`src/rtl/neopixel_pkg.sv`:
```
// Shared types and constants for the NeoPixel (WS2812) strand driver.
//   color_idx_t : colour channel selector on the load port (2'b11 is reserved)
//   drv_state_t : driver FSM states
//   pixel_t     : one pixel in wire order, G in the MSBs, then R, then B
package neopixel_pkg;

    localparam int BITS_PER_PIXEL = 24;

    typedef enum logic [1:0] {
        CI_RED   = 2'b00,
        CI_BLUE  = 2'b01,
        CI_GREEN = 2'b10
    } color_idx_t;

    typedef enum logic [1:0] {
        IDLE  = 2'b00,
        SEND  = 2'b01,
        LATCH = 2'b10
    } drv_state_t;

    typedef struct packed {
        logic [7:0] g;
        logic [7:0] r;
        logic [7:0] b;
    } pixel_t;

endpackage

```
`src/rtl/neopixel_bit_encoder.sv`:
```
// Bit-period timer for the WS2812 NRZ code.
//   clock, reset_n : system clock, async active-low reset
//   start          : run enable; while low the phase counter sits at 0, so each
//                    rise starts a fresh bit period
//   bit_value      : value of the bit currently being sent
//   neo_data_next  : line level for this phase (registered by the caller)
//   bit_done       : high on the last phase of the bit period
module neopixel_bit_encoder #(
    parameter int T0H_CYC = 18,
    parameter int T1H_CYC = 35,
    parameter int BIT_CYC = 63
) (
    input  logic clock,
    input  logic reset_n,
    input  logic start,
    input  logic bit_value,
    output logic neo_data_next,
    output logic bit_done
);

    localparam int PHW = $clog2(BIT_CYC);

    logic [PHW-1:0] phase_q;
    logic [PHW-1:0] high_cyc;

    assign high_cyc      = bit_value ? PHW'(T1H_CYC) : PHW'(T0H_CYC);
    assign bit_done      = start && (phase_q == PHW'(BIT_CYC - 1));
    assign neo_data_next = start && (phase_q < high_cyc);

    always_ff @(posedge clock or negedge reset_n) begin
        if (!reset_n) begin
            phase_q <= '0;
        end else if (!start || bit_done) begin
            phase_q <= '0;
        end else begin
            phase_q <= phase_q + 1'b1;
        end
    end

endmodule

```
`src/rtl/neopixel_strand_driver.sv`:
```
// NeoPixel strand driver: double-buffered GRB frame, streamed MSB first from
// pixel 0, followed by a low latch period and a one-cycle frame_done pulse.
//   clock, reset_n : system clock, async active-low reset
//   color_level    : intensity to write
//   color_index    : 00=R, 01=B, 10=G, 11 reserved (load dropped)
//   pixel_index    : target pixel of a load
//   load_color     : write color_level into the shadow frame
//   send_it        : copy shadow to active and start a frame (IDLE only)
//   neo_data       : registered serial data to the strand
//   ready_to_load  : shadow frame writable (always)
//   ready_to_send  : send_it accepted this cycle
//   frame_done     : one-cycle pulse after the latch period
//
// state | meaning
// IDLE  | line low, waiting for send_it
// SEND  | shifting NBITS bits out of the active frame
// LATCH | line low for the reset/latch gap, then frame_done
module neopixel_strand_driver
    import neopixel_pkg::*;
#(
    parameter int NUM_PIXELS = 8,
    parameter int T0H_CYC    = 18,
    parameter int T1H_CYC    = 35,
    parameter int BIT_CYC    = 63,
    parameter int LATCH_CYC  = 2500,
    localparam int PW        = (NUM_PIXELS > 1) ? $clog2(NUM_PIXELS) : 1
) (
    input  logic          clock,
    input  logic          reset_n,
    input  logic [7:0]    color_level,
    input  logic [1:0]    color_index,
    input  logic [PW-1:0] pixel_index,
    input  logic          load_color,
    input  logic          send_it,
    output logic          neo_data,
    output logic          ready_to_load,
    output logic          ready_to_send,
    output logic          frame_done
);

    localparam int NBITS = BITS_PER_PIXEL * NUM_PIXELS;
    localparam int BIW   = $clog2(NBITS);
    localparam int LCW   = $clog2(LATCH_CYC + 1);

    drv_state_t     state_q, state_d;
    pixel_t         shadow_q [NUM_PIXELS];
    pixel_t         active_q [NUM_PIXELS];
    logic [NBITS-1:0] active_bits;
    logic [BIW-1:0] bit_idx_q;
    logic [LCW-1:0] latch_cnt_q;
    logic           send_accept;
    logic           frame_done_d;
    logic           load_ok;
    logic           enc_start;
    logic           enc_data;
    logic           bit_done;

    assign load_ok = load_color
                     && (color_index != 2'b11)
                     && (32'(pixel_index) < 32'(NUM_PIXELS));

    // Shadow takes loads in every state; the copy on send_it reads the
    // pre-edge shadow, so a same-cycle load only shows up in the next frame.
    always_ff @(posedge clock or negedge reset_n) begin
        if (!reset_n) begin
            for (int p = 0; p < NUM_PIXELS; p++) begin
                shadow_q[p] <= '0;
                active_q[p] <= '0;
            end
        end else begin
            if (send_accept) begin
                active_q <= shadow_q;
            end
            if (load_ok) begin
                case (color_index)
                    CI_RED:   shadow_q[pixel_index].r <= color_level;
                    CI_BLUE:  shadow_q[pixel_index].b <= color_level;
                    CI_GREEN: shadow_q[pixel_index].g <= color_level;
                    default:  ;
                endcase
            end
        end
    end

    // Flatten so that bit index k is simply active_bits[k]: pixel 0 first,
    // and within a pixel G7 first down to B0.
    always_comb begin
        active_bits = '0;
        for (int p = 0; p < NUM_PIXELS; p++) begin
            for (int i = 0; i < BITS_PER_PIXEL; i++) begin
                active_bits[p*BITS_PER_PIXEL + i] = active_q[p][BITS_PER_PIXEL-1-i];
            end
        end
    end

    assign enc_start = (state_q == SEND);

    neopixel_bit_encoder #(
        .T0H_CYC (T0H_CYC),
        .T1H_CYC (T1H_CYC),
        .BIT_CYC (BIT_CYC)
    ) u_bit_encoder (
        .clock         (clock),
        .reset_n       (reset_n),
        .start         (enc_start),
        .bit_value     (active_bits[bit_idx_q]),
        .neo_data_next (enc_data),
        .bit_done      (bit_done)
    );

    always_ff @(posedge clock or negedge reset_n) begin
        if (!reset_n) begin
            state_q <= IDLE;
        end else begin
            state_q <= state_d;
        end
    end

    always_comb begin
        state_d      = state_q;
        send_accept  = 1'b0;
        frame_done_d = 1'b0;
        case (state_q)
            IDLE: begin
                if (send_it) begin
                    send_accept = 1'b1;
                    state_d     = SEND;
                end
            end
            SEND: begin
                if (bit_done && (bit_idx_q == BIW'(NBITS - 1))) begin
                    state_d = LATCH;
                end
            end
            LATCH: begin
                // The latch state spans LATCH_CYC+1 cycles because neo_data
                // lags the state by one register; this keeps the line low for
                // exactly LATCH_CYC clocks after the last bit as seen on the pin.
                if (latch_cnt_q == LCW'(LATCH_CYC)) begin
                    frame_done_d = 1'b1;
                    state_d      = IDLE;
                end
            end
            default: state_d = IDLE;
        endcase
    end

    always_ff @(posedge clock or negedge reset_n) begin
        if (!reset_n) begin
            bit_idx_q   <= '0;
            latch_cnt_q <= '0;
            neo_data    <= 1'b0;
            frame_done  <= 1'b0;
        end else begin
            if (state_q == SEND && state_d == SEND) begin
                bit_idx_q <= bit_done ? bit_idx_q + 1'b1 : bit_idx_q;
            end else begin
                bit_idx_q <= '0;
            end
            if (state_q == LATCH && state_d == LATCH) begin
                latch_cnt_q <= latch_cnt_q + 1'b1;
            end else begin
                latch_cnt_q <= '0;
            end
            neo_data   <= enc_data;
            frame_done <= frame_done_d;
        end
    end

    assign ready_to_send = (state_q == IDLE);
    assign ready_to_load = 1'b1;

endmodule

```
`config.mk`:
```
export PLATFORM = sky130hd
export DESIGN_NAME = neopixel_strand_driver
export DESIGN_NICKNAME = d
export VERILOG_FILES = /design/src/rtl/neopixel_pkg.sv /design/src/rtl/neopixel_bit_encoder.sv /design/src/rtl/neopixel_strand_driver.sv
export SDC_FILE = /design/constraint.sdc
export NUM_CORES = 1
export LEC_CHECK = 0
export BUFFER_PORTS_ARGS = -buffer_cell sky130_fd_sc_hd__buf_4
export CORE_MARGIN = 5
export CORE_UTILIZATION = 45
export CTS_CLUSTER_SIZE = 12
export DETAILED_ROUTE_END_ITERATION = 8
export PLACE_DENSITY = 0.69
export SYNTH_ARGS = -nofsm -noshare
export SYNTH_HDL_FRONTEND = slang
export SYNTH_SLANG_ARGS = --single-unit
```
`constraint.sdc`:
```
create_clock -name clock -period 4.2 [get_ports clock]
set_input_delay 0.21 -clock clock [delete_from_list [all_inputs] [get_ports clock]]
set_output_delay 0.21 -clock clock [all_outputs]
set_load 0.02 [all_outputs]
```
==> results_dict.tcl, run 1 <==
set metrics [dict create \
    min_from "color_level[3]" \
    hold_viol_final 0 \
    num_rows 71 \
    required_ps 4670 \
    synth_ff_type "dfrtp_1" \
    p_leak_nw 9.547 \
    timing.slew.headroom_pct 27.48 \
    path_clk_slew_ps 60 \
    yosys.area.top_type "dfrtp_1" \
    worstPathMaxFanout 27 \
    max_freq_mhz 270.3 \
    via_count 12217 \
    cts_tree "yes" \
    gr-total-overflow 0 \
    drt_first_pass_iters 7 \
    status "completed" \
    routed_wl_mm 43.40 \
    worstSkewPairLatency_ps 540 \
    die_w_um 205.6 \
    syn_to_final_growth_pct 11.34 \
    worstSetupStartpointType "flop" \
    syn-instance-count 1633 \
    syn_nets 1660 \
    critPathSlowestCell "dfrtp_4" \
    min_period_ps 3700 \
    path_buf_inv 1 \
    cap_viol_max_count 0 \
    worst_slew_pin_slew_ps 1088 \
    via_per_inst 5.646 \
    reg2reg_depth 11 \
    fp.coreArea_mm2 0.03767 \
    synthTopCellsByArea "dfrtp_1, nand2_1, mux4_2" \
    crit_chain "buf_12 > mux4_2 > mux4_2 > nor2b_1 > a311o_1 > o211ai_2 > nand2_1 > ha_1 > a2111oi_0 > o21ai_0 > a21oi_1" \
    antenna_found_initial 0 \
    postRouteAntennaNets 0 \
    die_area_mm2 0.04225 \
    routedWlPerCell_um 20.05 \
    clk_path_buf_depth 3 \
    fin_crit_sh_pct 88.10 \
    fin_tns_setup_ps 0 \
    clock_sinks 414 \
    hold_path.class "in -> reg" \
    numCtsBuffers 43 \
    crit_type "reg -> reg" \
    first_iter_violations 1340 \
    nFillCells 3358 \
    power_mw 8.054 \
    ys_seq_elements 414 \
    critPathTopFamily "compound AO/OA/AOI/OAI gates" \
    cts_max_level 2 \
    insertedDiodeCount 0 \
    grt_pass1_wl_mm 70.91 \
    end_kind "flop" \
    drive_above_1_share_pct 9.619 \
    min_path_cells 2 \
    synth_cell_type_count 45 \
    async_flop_share_pct 100.0 \
    synth_commonest_cells "nand2_1, dfrtp_1, a22o_1" \
    clockRootBuffer "clkbuf_16" \
    reg2reg_setup_slack_ps 500 \
    start_util_pct 45.68 \
    yosysTopAreaCellShare_pct 60.21 \
    fin_worst_skew_ps 10.79 \
    syn_area_mm2 0.01721 \
    hpwlAfterDp_mm 26.69 \
    crit_arrival_ps 4170 \
    rsz0062_at_grt "no" \
    num_io_pins 21 \
    cpMostUsedCell "mux4_2" \
    port_buffers 19 \
    remaining_drc_errors 0 \
    grt_pass1_vias 12511 \
    gp_congestion 0.9095 \
    max_stage_delay_ps 590 \
    yosys_warnings 0 \
    yosysMostFrequentCell "nand2_1" \
    maxSlewViolCount 0 \
    cts.repair.resized 0 \
    avgSynthCellArea_um2 10.54 \
    synth_edf_count 0 \
    fin_nets 1653 \
    yosysSeqAreaShare_pct 60.21 \
    grt_max_degree 115 \
    die_h_um 205.6 \
    grt_use_total_pct 21.30 \
    powerDensity_mw_per_mm2 420.4 \
    ir_drop_mv 0.3128 \
    regToRegEndpoint "neo_data$_DFF_PN0_" \
    hold_ws_ps 165.4 \
    timing.rr.start "bit_idx_q[0]$_DFFE_PN0P_" \
    setup_viol_count_final 0 \
]
## power by group
group | internal [mW] | switching (mW)
logic | 0.0913 | 0.237
registers | 4.08 | 0.0500
clock network | 2.11 | 1.49
total | 6.28 | 1.78
## layout make-up
class                      instances  area (µm²)  share of cell area (%)
clock buffer                      67        1259                   6.570
clock inverter                     5       50.05                  0.2612
inverter                          11       41.29                  0.2155
multi-input combinational       1119        6442                   33.63
sequential                       414       10360                   54.10
tap                              511       639.4                   3.337
timing repair buffer              37       362.8                   1.894
## cells by family (layout without fill, tap and decap cells)
group / count (synthesis) / after routing / share of synthesized area (%)
xor gates and xnor gates: 20 / 20 / 1.018
buffers and inverters: 100 / 120 / 2.414
DFF: 414 / 414 / 60.21
AOI/OAI and AO/OA: 220 / 220 / 9.518
and+or+nand+nor: 803 / 803 / 18.30
muxes: 65 / 65 / 7.795
other: 1 / 1 / 0.02179
adders and majority gates: 10 / 10 / 0.7271
## worst max-delay path by stage
stage	start	to	slack, ps	cells after the start
3_5_place_dp	bit_idx_q[0]$_DFFE_PN0P_	neo_data$_DFF_PN0_	540	11
5_1_grt	bit_idx_q[0]$_DFFE_PN0P_	neo_data$_DFF_PN0_	360	11
4_1_cts	bit_idx_q[0]$_DFFE_PN0P_	neo_data$_DFF_PN0_	490	11
2_1_floorplan	bit_idx_q[1]$_DFFE_PN0P_	neo_data$_DFF_PN0_	1310	12
6_report	bit_idx_q[0]$_DFFE_PN0P_	neo_data$_DFF_PN0_	500	11
3_3_place_gp	bit_idx_q[0]$_DFFE_PN0P_	neo_data$_DFF_PN0_	680	11
## stage by stage
step / instances / util [%] / instance area [µm²] / setup slack [ps]
after floorplan: 1633 / - / 17210 / 1307
final: 2164 / 50.87 / 19160 / 499.8
after global routing: 2164 / 50.87 / 19160 / 364.0
after CTS: 2164 / 50.87 / 19160 / 490.4
after detailed placement: 2091 / 47.37 / 17840 / 536.2
after global placement: 2091 / 47.37 / 17840 / 680.8
## routing by layer
layer / wire length (µm) / track usage (%) / vias up
li1: - / - / 5440
met1: 18720 / 30.34 / 6298
met2: 20570 / 33.82 / 374
met3: 2469 / 2.837 / 105
met4: 1640 / 7.871 / 0
met5: 0 / 0 / -
## what timing repair did
item                      CTS  global route
hold buffers                1             0
setup buffers               0             0
hold endpoints to repair  109             0
## placed cells by master (no fill, tap or decap), drive strengths merged, types with 3 or more instances in the layout
cell and instances:
a21o 8, a21oi 4, a22o 128, and2 4, and3 5, buf 36, clkbuf 67, clkinv 4
dfrtp 414, ha 10, inv 11, mux2i 8, mux4 55, nand2 699, nand2b 4, nand3 15
nand3b 4, nand4 3, nor2 52, nor2b 6, o21ai 70, xnor2 9, xor2 11
Power figures use the tool's default switching activity.
==> inputs of run 2 (changes only) <==
--- a/config.mk
+++ b/config.mk
@@ -13,4 +13,5 @@
 export PLACE_DENSITY = 0.69
 export SYNTH_ARGS = -nofsm -noshare
 export SYNTH_HDL_FRONTEND = slang
+export SYNTH_HIERARCHICAL = 1
 export SYNTH_SLANG_ARGS = --single-unit
==> run 2 against run 1 <==
Die area up 0.65%. Clock power up 5%. Final cell count down 0.18%. Hold slack worse by 6.2 ps. Core utilization up 0.12 points. Sequential power about the same. Critical path type unchanged.
==> results_dict.tcl, run 2 <==
set metrics [dict create \
    timing.slew.headroom_pct 33.91 \
    crit_type "reg -> reg" \
    syn-instance-count 1627 \
    min_path_cells 2 \
    worstPathMaxFanout 29 \
    synthTopCellsByArea "dfrtp_1, nand2_1, a22o_1" \
    p_leak_nw 9.650 \
    cts_setup_buffers 0 \
    num_rows 71 \
    rsz0062_at_grt "no" \
    synth_xor_area_share_pct 1.011 \
    layout_common_cells "nand2_1, dfrtp_1, a22o_1" \
    antenna_found_initial 1 \
    regToRegEndpoint "neo_data$_DFF_PN0_" \
    cap_viol_max_count 0 \
    routedWlPerCell_um 19.66 \
    yosysMostFrequentCell "nand2_1" \
    yosys_warnings 6 \
    via_count 12113 \
    routed_wl_mm 42.46 \
    cts_max_level 2 \
    crit_chain "buf_12 > buf_4 > mux4_2 > a22oi_1 > a311oi_1 > o41ai_1 > mux2i_1 > ha_1 > a2111o_1 > a211oi_2" \
    final_common_cell "nand2_1" \
    crit_arrival_ps 4060 \
    ir_drop_mv 0.2901 \
    path_clk_slew_ps 60 \
    clockRootBuffer "clkbuf_16" \
    maxSlewViolCount 0 \
    worstSetupStartpointType "flop" \
    required_ps 4670 \
    hold_viol_final 0 \
    reg2reg_depth 10 \
    setup_viol_count_final 0 \
    hpwlAfterDp_mm 25.64 \
    critPathSlowestCell "dfrtp_4" \
    powerDensity_mw_per_mm2 426.7 \
    pre_cts_slack_ps 610.2 \
    grt_max_degree 141 \
    cts.repair.resized 0 \
    cts_tree "yes" \
    max_stage_delay_ps 570 \
    clock_sinks 414 \
    timing.rr.start "bit_idx_q[0]$_DFFE_PN0P_" \
    hold_buffers 1 \
    via_per_inst 5.608 \
    gp_congestion 0.8142 \
    numCtsBuffers 44 \
    syn_to_final_growth_pct 11.38 \
    drive_above_1_share_pct 8.429 \
    grt_pass1_vias 12108 \
    fin_tns_setup_ps 0 \
    insertedDiodeCount 0 \
    die_w_um 206.2 \
    grt_pass1_wl_mm 68.74 \
    fp.coreArea_mm2 0.03784 \
    die_h_um 206.2 \
    end_kind "flop" \
    yosys.area_share.simple_pct 17.80 \
    yosysTopAreaCellShare_pct 59.80 \
    fin_ws_ps 610.4 \
    num_io_pins 21 \
    min_from "color_level[0]" \
    synth_edf_count 0 \
    worstSkewPairLatency_ps 550 \
    final_cells 2160 \
    path_buf_inv 2 \
    start_util_pct 45.78 \
    remaining_drc_errors 0 \
    yosys.area.top_type "dfrtp_1" \
    worst_slew_pin_slew_ps 987.7 \
    async_flop_share_pct 100.0 \
    synth_commonest_cells "nand2_1, dfrtp_1, a22o_1" \
    synth_ff_type "dfrtp_1" \
    drt_first_pass_iters 5 \
    max_freq_mhz 278.6 \
    die_area_mm2 0.04252 \
    avgSynthCellArea_um2 10.65 \
    port_buffers 19 \
    status "completed" \
    placed_cells 2083 \
    critPathTopFamily "compound AO/OA/AOI/OAI gates" \
    synthAdderAreaFrac_pct 0.7222 \
    synth_cell_type_count 44 \
    syn_area_mm2 0.01733 \
    synthMuxAreaShare_pct 8.363 \
    synth_top_family_by_area "simple AND/OR/NAND/NOR gates" \
    yosysSeqAreaShare_pct 59.80 \
    fin_nets 1646 \
    clk_path_buf_depth 3 \
    hold_path.class "in -> reg" \
    grt_use_total_pct 20.48 \
    postRouteAntennaNets 0 \
    reg2reg_setup_slack_ps 610 \
    synth_compound_area_share_pct 9.439 \
    gr-total-overflow 0 \
    syn_nets 1654 \
    fin_worst_skew_ps 8.501 \
    first_iter_violations 1038 \
    fin_crit_sh_pct 85.47 \
    min_period_ps 3590 \
    ys_seq_elements 414 \
]
[run 2: metrics by stage]
stage	power, mW	area [µm²]	util, %	hold slack, ps
after global placement	4.515	17890	47.28	353.3
after global routing	8.514	19300	50.99	138.5
final	8.234	19300	50.99	159.2
after CTS	8.301	19300	50.99	128.9
after floorplan	4.338	17330	-	-85.59
after detailed placement	4.526	17890	47.28	362.9
[run 2: cell families (layout without fill, tap and decap cells)]
kind of cell             after synthesis  count (layout)
flip-flops                           414             414
AO/OA/AOI/OAI                        217             217
buffers and inverters                103             125
multiplexers                          71              71
XOR/XNOR                              20              20
other                                  1               1
AND/OR/NAND/NOR                      791             791
adder cells (fa/ha/maj)               10              10
[run 2: cell type report]
| type | instances | area [µm²] |
|---|---|---|
| Clock buffer | 68 | 1292 |
| Clock inverter | 8 | 101.3 |
| Fill cell | 3387 | 18550 |
| Inverter | 13 | 48.80 |
| Multi-Input combinational cell | 1110 | 6482 |
| Sequential cell | 414 | 10360 |
| Tap cell | 511 | 639.4 |
| Timing Repair Buffer | 36 | 367.9 |
[run 2: routing by layer]
layer	up-vias	global-route usage (%)	wire, µm
li1	5458	-	-
met1	6228	30.22	18970
met2	354	32.19	19990
met3	71	2.934	2519
met4	2	5.513	965
met5	-	0	13
[run 2: how the worst max path moves through the flow]
stage,cells after the start,slack [ps],to,start
floorplan,12,1260,neo_data$_DFF_PN0_,bit_idx_q[0]$_DFFE_PN0P_
global placement,10,770,neo_data$_DFF_PN0_,bit_idx_q[0]$_DFFE_PN0P_
detailed placement,10,610,neo_data$_DFF_PN0_,bit_idx_q[0]$_DFFE_PN0P_
CTS,10,590,neo_data$_DFF_PN0_,bit_idx_q[0]$_DFFE_PN0P_
global route,10,410,neo_data$_DFF_PN0_,bit_idx_q[0]$_DFFE_PN0P_
finish,10,610,neo_data$_DFF_PN0_,bit_idx_q[0]$_DFFE_PN0P_
[run 2: power by group]
part	switching [mW]	internal, mW
logic	0.234	0.0929
clock network	1.54	2.23
registers	0.0504	4.08
[run 2: worst reg2reg max path: stages, from the launching register on]
cell      delay (ps)
dfrtp_4          570
buf_12           290
buf_4            310
mux4_2           540
a22oi_1          210
a311oi_1         130
o41ai_1          400
mux2i_1          220
ha_1             260
a2111o_1         400
a211oi_2         170
